[src/rtl/mc_controller_if.sv]
// rtl/mc_controller_if.sv - instruction fields in, datapath controls out, between controller and datapath
interface mc_controller_if;
    logic [5:0] op;
    logic [5:0] funct;
    logic       zero;
    logic       iord;
    logic       memwrite;
    logic       irwrite;
    logic       regdst;
    logic       memtoreg;
    logic       regwrite;
    logic       alusrca;
    logic [1:0] alusrcb;
    logic [1:0] pcsrc;
    logic       pcen;
    logic [2:0] alucontrol;
    logic       immext;

    modport master (
        input  op, funct, zero,
        output iord, memwrite, irwrite, regdst, memtoreg, regwrite,
               alusrca, alusrcb, pcsrc, pcen, alucontrol, immext
    );

    modport slave (
        output op, funct, zero,
        input  iord, memwrite, irwrite, regdst, memtoreg, regwrite,
               alusrca, alusrcb, pcsrc, pcen, alucontrol, immext
    );
endinterface

[src/rtl/mc_controller.sv]
// rtl/mc_controller.sv - multicycle Moore controller for a MIPS-subset datapath
module mc_controller (
    input  logic               clk_i,
    input  logic               reset_i,
    mc_controller_if.master    bus
);
    typedef enum logic [3:0] {
        S_FETCH   = 4'd0,
        S_DECODE  = 4'd1,
        S_MEMADR  = 4'd2,
        S_MEMRD   = 4'd3,
        S_MEMWB   = 4'd4,
        S_MEMWR   = 4'd5,
        S_RTYPEEX = 4'd6,
        S_RTYPEWB = 4'd7,
        S_BEQEX   = 4'd8,
        S_BNEEX   = 4'd9,
        S_IEX     = 4'd10,
        S_IWB     = 4'd11,
        S_JEX     = 4'd12
    } state_t;

    localparam logic [5:0] OP_LW   = 6'b100011;
    localparam logic [5:0] OP_SW   = 6'b101011;
    localparam logic [5:0] OP_RTYP = 6'b000000;
    localparam logic [5:0] OP_BEQ  = 6'b000100;
    localparam logic [5:0] OP_BNE  = 6'b000101;
    localparam logic [5:0] OP_ADDI = 6'b001000;
    localparam logic [5:0] OP_ANDI = 6'b001100;
    localparam logic [5:0] OP_ORI  = 6'b001101;
    localparam logic [5:0] OP_J    = 6'b000010;

    state_t state_q, state_d;
    logic   pcwrite, branch, branchbne;

    always_ff @(posedge clk_i or negedge reset_i) begin
        if (!reset_i) state_q <= S_FETCH;
        else          state_q <= state_d;
    end

    always_comb begin
        state_d = S_FETCH;
        unique case (state_q)
            S_FETCH:  state_d = S_DECODE;
            S_DECODE: begin
                case (bus.op)
                    OP_LW, OP_SW:             state_d = S_MEMADR;
                    OP_RTYP:                  state_d = S_RTYPEEX;
                    OP_BEQ:                   state_d = S_BEQEX;
                    OP_BNE:                   state_d = S_BNEEX;
                    OP_ADDI, OP_ANDI, OP_ORI: state_d = S_IEX;
                    OP_J:                     state_d = S_JEX;
                    default:                  state_d = S_FETCH;
                endcase
            end
            S_MEMADR:  state_d = (bus.op == OP_LW) ? S_MEMRD : S_MEMWR;
            S_MEMRD:   state_d = S_MEMWB;
            S_RTYPEEX: state_d = S_RTYPEWB;
            S_IEX:     state_d = S_IWB;
            default:   state_d = S_FETCH;
        endcase
    end

    always_comb begin
        bus.iord       = 1'b0;
        bus.memwrite   = 1'b0;
        bus.irwrite    = 1'b0;
        bus.regdst     = 1'b0;
        bus.memtoreg   = 1'b0;
        bus.regwrite   = 1'b0;
        bus.alusrca    = 1'b0;
        bus.alusrcb    = 2'b00;
        bus.pcsrc      = 2'b00;
        bus.alucontrol = 3'b010;
        bus.immext     = 1'b0;
        pcwrite        = 1'b0;
        branch         = 1'b0;
        branchbne      = 1'b0;
        unique case (state_q)
            S_FETCH: begin
                bus.irwrite = 1'b1;
                bus.alusrcb = 2'b01;
                pcwrite     = 1'b1;
            end
            S_DECODE: bus.alusrcb = 2'b11;
            S_MEMADR: begin
                bus.alusrca = 1'b1;
                bus.alusrcb = 2'b10;
            end
            S_MEMRD: bus.iord = 1'b1;
            S_MEMWB: begin
                bus.memtoreg = 1'b1;
                bus.regwrite = 1'b1;
            end
            S_MEMWR: begin
                bus.iord     = 1'b1;
                bus.memwrite = 1'b1;
            end
            S_RTYPEEX: begin
                bus.alusrca = 1'b1;
                case (bus.funct)
                    6'b100010: bus.alucontrol = 3'b110;
                    6'b100100: bus.alucontrol = 3'b000;
                    6'b100101: bus.alucontrol = 3'b001;
                    6'b101010: bus.alucontrol = 3'b111;
                    default:   bus.alucontrol = 3'b010;
                endcase
            end
            S_RTYPEWB: begin
                bus.regdst   = 1'b1;
                bus.regwrite = 1'b1;
            end
            S_BEQEX, S_BNEEX: begin
                bus.alusrca    = 1'b1;
                bus.alucontrol = 3'b110;
                bus.pcsrc      = 2'b01;
                branch         = (state_q == S_BEQEX);
                branchbne      = (state_q == S_BNEEX);
            end
            S_IEX: begin
                bus.alusrca = 1'b1;
                bus.alusrcb = 2'b10;
                case (bus.op)
                    OP_ANDI: begin
                        bus.alucontrol = 3'b000;
                        bus.immext     = 1'b1;
                    end
                    OP_ORI: begin
                        bus.alucontrol = 3'b001;
                        bus.immext     = 1'b1;
                    end
                    default: bus.alucontrol = 3'b010;
                endcase
            end
            S_IWB: bus.regwrite = 1'b1;
            S_JEX: begin
                bus.pcsrc = 2'b10;
                pcwrite   = 1'b1;
            end
            default: ;
        endcase
    end

    // Branch outcome is the only path from zero to an output
    assign bus.pcen = pcwrite | (branch & bus.zero) | (branchbne & ~bus.zero);
endmodule

[src/flat_wrapper.sv]
// flat-port wrapper written by rule: the top's interface ports become plain ports
module mc_controller_flat 
  (clk_i, reset_i, bus_op, bus_funct, bus_zero, bus_iord, bus_memwrite, bus_irwrite, bus_regdst, bus_memtoreg, bus_regwrite, bus_alusrca, bus_alusrcb, bus_pcsrc, bus_pcen, bus_alucontrol, bus_immext);
  mc_controller_if bus_i ();
  input  logic clk_i;
  input  logic reset_i;
  input wire logic [$bits(bus_i.op)-1:0] bus_op;
  input wire logic [$bits(bus_i.funct)-1:0] bus_funct;
  input wire logic [$bits(bus_i.zero)-1:0] bus_zero;
  output wire logic [$bits(bus_i.iord)-1:0] bus_iord;
  output wire logic [$bits(bus_i.memwrite)-1:0] bus_memwrite;
  output wire logic [$bits(bus_i.irwrite)-1:0] bus_irwrite;
  output wire logic [$bits(bus_i.regdst)-1:0] bus_regdst;
  output wire logic [$bits(bus_i.memtoreg)-1:0] bus_memtoreg;
  output wire logic [$bits(bus_i.regwrite)-1:0] bus_regwrite;
  output wire logic [$bits(bus_i.alusrca)-1:0] bus_alusrca;
  output wire logic [$bits(bus_i.alusrcb)-1:0] bus_alusrcb;
  output wire logic [$bits(bus_i.pcsrc)-1:0] bus_pcsrc;
  output wire logic [$bits(bus_i.pcen)-1:0] bus_pcen;
  output wire logic [$bits(bus_i.alucontrol)-1:0] bus_alucontrol;
  output wire logic [$bits(bus_i.immext)-1:0] bus_immext;
  assign bus_i.op = bus_op;
  assign bus_i.funct = bus_funct;
  assign bus_i.zero = bus_zero;
  assign bus_iord = bus_i.iord;
  assign bus_memwrite = bus_i.memwrite;
  assign bus_irwrite = bus_i.irwrite;
  assign bus_regdst = bus_i.regdst;
  assign bus_memtoreg = bus_i.memtoreg;
  assign bus_regwrite = bus_i.regwrite;
  assign bus_alusrca = bus_i.alusrca;
  assign bus_alusrcb = bus_i.alusrcb;
  assign bus_pcsrc = bus_i.pcsrc;
  assign bus_pcen = bus_i.pcen;
  assign bus_alucontrol = bus_i.alucontrol;
  assign bus_immext = bus_i.immext;
  mc_controller u_core (.clk_i(clk_i), .reset_i(reset_i), .bus(bus_i));
endmodule
[config.mk]
export PLATFORM = sky130hd
export DESIGN_NAME = mc_controller_flat
export DESIGN_NICKNAME = d
export VERILOG_FILES = /design/src/rtl/mc_controller_if.sv /design/src/rtl/mc_controller.sv /design/src/flat_wrapper.sv
export SDC_FILE = /design/constraint.sdc
export NUM_CORES = 1
export LEC_CHECK = 0
export CAP_MARGIN = 20
export CORE_UTILIZATION = 40
export DETAILED_ROUTE_END_ITERATION = 10
export GPL_ROUTABILITY_DRIVEN = 0
export PLACE_DENSITY = 0.83
export SYNTH_ARGS = -nofsm -noshare
export SYNTH_HDL_FRONTEND = slang
export SYNTH_SLANG_ARGS = --single-unit
[constraint.sdc]
create_clock -name clk_i -period 2.7 [get_ports clk_i]
set_clock_uncertainty 0.05 [all_clocks]
set_input_delay 0.54 -clock clk_i [delete_from_list [all_inputs] [get_ports clk_i]]
set_output_delay 0.54 -clock clk_i [all_outputs]
set_load 0.005 [all_outputs]
==> impl_metrics.toml <==
[status]
result_of_the_run = "completed"

[min_path]
min-delay-path-class = "primary input to async pin"

[synthesis]
synthesis.nets = 89
yosys_register_bits = 4
postSynth.topFlopCell = "sky130_fd_sc_hd__dfrtp_1"
netlist-cell-type-count = 37
synth_sequential_area_ratio_pct = 18.3
synth.yosys.warnings = 0
avgSynthCellArea_sq_um = 7.37
netlist_area_sq_um = 546
netlist_instances = 74
number_of_flops_mapped_to_enable_cells_by_yosys = 0
synth_async_sr_flop_share_pct = 100

[routing]
drt_pre_antenna_iters = 4
drc = 0
route.final.wire_length_um = 2020
detail_route.iter0.violations = 24
drt-vias-per-instance = 5.80
final_antenna_net_count = 0
dr_total_vias = 777
routed_wire_length_per_instance_um = 15.1

[critical_path]
startpoint_type = "primary input"
endpoint_kind = "output pin"
crit_required_ns = 2.11
slowest_stage = "sky130_fd_sc_hd__clkdlybuf4s50_1"
worst_path_class_setup = "primary input to output pin"
crit-reg2reg-capture = "u_core.state_q[3]$_DFF_PN0_"
slowest_delay_ns = 0.43
worst_r2r_src = "u_core.state_q[0]$_DFF_PN0_"
critical_path.max_fanout = 3
worstPathCellList = "clkdlybuf4s50_1 > nor4b_2 > and4b_1 > buf_4 > o21ai_0 > clkdlybuf4s15_1"
timing.reg2reg.setup_slack_ns = 1.14
critPathArrivalTime_ns = 2.06
rr_worst_depth = 3

[timing]
fin_worst_hold_slack_ns = 0.450
fin_crit_ns = 2.65
final-hold-violation-count = 0
fin_setup_tns_ns = 0
timing.final.setup_violations = 0
post-route-period-util_pct = 98.1
timing.fmax_mhz = 378
final_max_slew_viol_count = 0
worst_slew_pin_slew_ns = 0.504
relSlewSlack_pct = 66.4

[clock_tree]
max-clock-path-buffers = 2
cts-buffers-inserted = 3
cts.sink_count = 4
clock_latency_on_the_worst_skew_pair_ns = 0.23
cts_max_level = 1
path_clk_slew_ns = 0.04
tritoncts = "done"
cts_root_buf = "sky130_fd_sc_hd__clkbuf_4"

[flow_run]
maxCapViolCount = 0

[power_and_ir_drop]
vdd_drop_max_mv = 0.320
total_power_mw = 0.426
power_density_mw_per_mm2 = 426
cellLeakagePower_nw = 0.431

[finish]
max_flop_register = "u_core.state_q"
antenna-diode-count = 0
seqCellArea_sq_um = 100
area.growth.synth_to_final_pct = 83.3
final_layout_size_suffix_gt1_share_pct = 25.0
largest_register_ff_count = 4
final_core_utilization_pct = 84.3
reg_top3 = "u_core.state_q: 4 flops"
final_cells = 134
multi_input_area_sq_um = 420
layout.filler_cells = 83
design.final.nets = 137

[grt]
grt_pass1_wl_um = 2930
globalRouteMet3Util_pct = 1.16
grt_antenna_before_repair = 0
grt_use_total_pct = 27.8
grt.busiest_layer = "met2"
grt_max_degree = 18
first_global_vias = 699
gr_ovfl_total = 0
met1_usage_pct = 35.4
met2_capacity_usage_during_global_routing_pct = 45.0

[die]
initial_utilization_pct = 46.0
rows = 12
design.die.area_sq_mm = 0.00152
die-height_um = 38.9
io_pins = 31
coreArea_sq_mm = 0.00119
die_w_um = 38.9

[placed_design]
buffer_ports.inserted = 30
cell_count_after_placement = 121
post-dp-hpwl_um = 1210
==> worst max-delay path by stage <==
stage,from,end,cells past startpoint
2_1_floorplan,bus_op[1],bus_alucontrol[0],4
5_1_grt,bus_op[1],bus_alucontrol[1],6
4_1_cts,bus_op[5],bus_alucontrol[0],7
3_3_place_gp,bus_op[1],bus_alucontrol[0],6
6_report,bus_op[1],bus_alucontrol[1],6
3_5_place_dp,bus_op[1],bus_alucontrol[0],6
==> metrics by stage <==
stage / setup WS [ns] / area [sq um]
detailed placement: -0.229 / 888
global route: -0.0358 / 1000
finish: 0.0510 / 1000
floorplan: 0.836 / 546
CTS: 0.0452 / 986
global placement: -0.141 / 888
==> area by class of cell <==
cell class | instances | share of cell area, %
clock buffers | 3 | 2.25
well taps | 14 | 1.75
repair buffers | 48 | 43.2
multi-input cells | 63 | 42.1
inverters | 2 | 0.751
flip-flops and latches | 4 | 10.0
==> synthesized netlist by cell type, drive strengths merged, types with 3 or more instances <==
master	number	area [sq um]
nor2	10	37.5
a21oi	6	30.0
nand2	6	22.5
nand2b	5	38.8
dfrtp	4	100
buf	3	27.5
nor3	3	15.0
or2	3	18.8
==> cells by family after synthesis <==
family          share of synthesized area [%]
compound gates                           27.5
flops                                    18.3
buf+inv                                  7.80
simple gates                             44.7
xor+xnor                                 1.61
==> routing by layer <==
layer / up-vias / wire [um] / part of all wire (%)
met1: 355 / 927 / 46
met3: 8 / 101 / 5.0
met2: 41 / 924 / 46
li1: 373 / - / -
met5: - / 0 / 0
met4: 0 / 67 / 3.3
==> timing repair <==
action | 4_1_cts | 5_1_grt
pin swaps | 2 | 3
hold buffers | 0 | 0
endpoints found under the setup margin | 4 | 2
buffers inserted | 9 | 1
gates resized for setup | 5 | 5
==> cells in the final DEF (no fill, tap or decap), types with 2 or more instances in the layout <==
cell and instances:
sky130_fd_sc_hd__nor3_1 3, sky130_fd_sc_hd__nand3_1 2, sky130_fd_sc_hd__nor2b_1 2, sky130_fd_sc_hd__nand2b_1 4
sky130_fd_sc_hd__dfrtp_1 4, sky130_fd_sc_hd__o32a_1 2, sky130_fd_sc_hd__o22ai_1 2, sky130_fd_sc_hd__or2_2 3
sky130_fd_sc_hd__a21oi_1 6, sky130_fd_sc_hd__inv_1 2, sky130_fd_sc_hd__clkbuf_4 3, sky130_fd_sc_hd__nor2_1 10
sky130_fd_sc_hd__nand2_1 6, sky130_fd_sc_hd__buf_4 18, sky130_fd_sc_hd__clkdlybuf4s50_1 26
==> power breakdown <==
group          leakage, nW  switching, mW  internal (mW)
combinational        0.364         0.0943          0.150
sequential          0.0532         0.0367         0.0711
clock               0.0138         0.0241         0.0497
total                0.431          0.155          0.271
==> worst max-delay path, delay by kind of cell <==
family / cells / cell delay (ns)
buf+inv: 3 / 0.78
simple gates: 2 / 0.65
compound gates: 1 / 0.08
No activity file was read; power rests on OpenSTA's default activity.
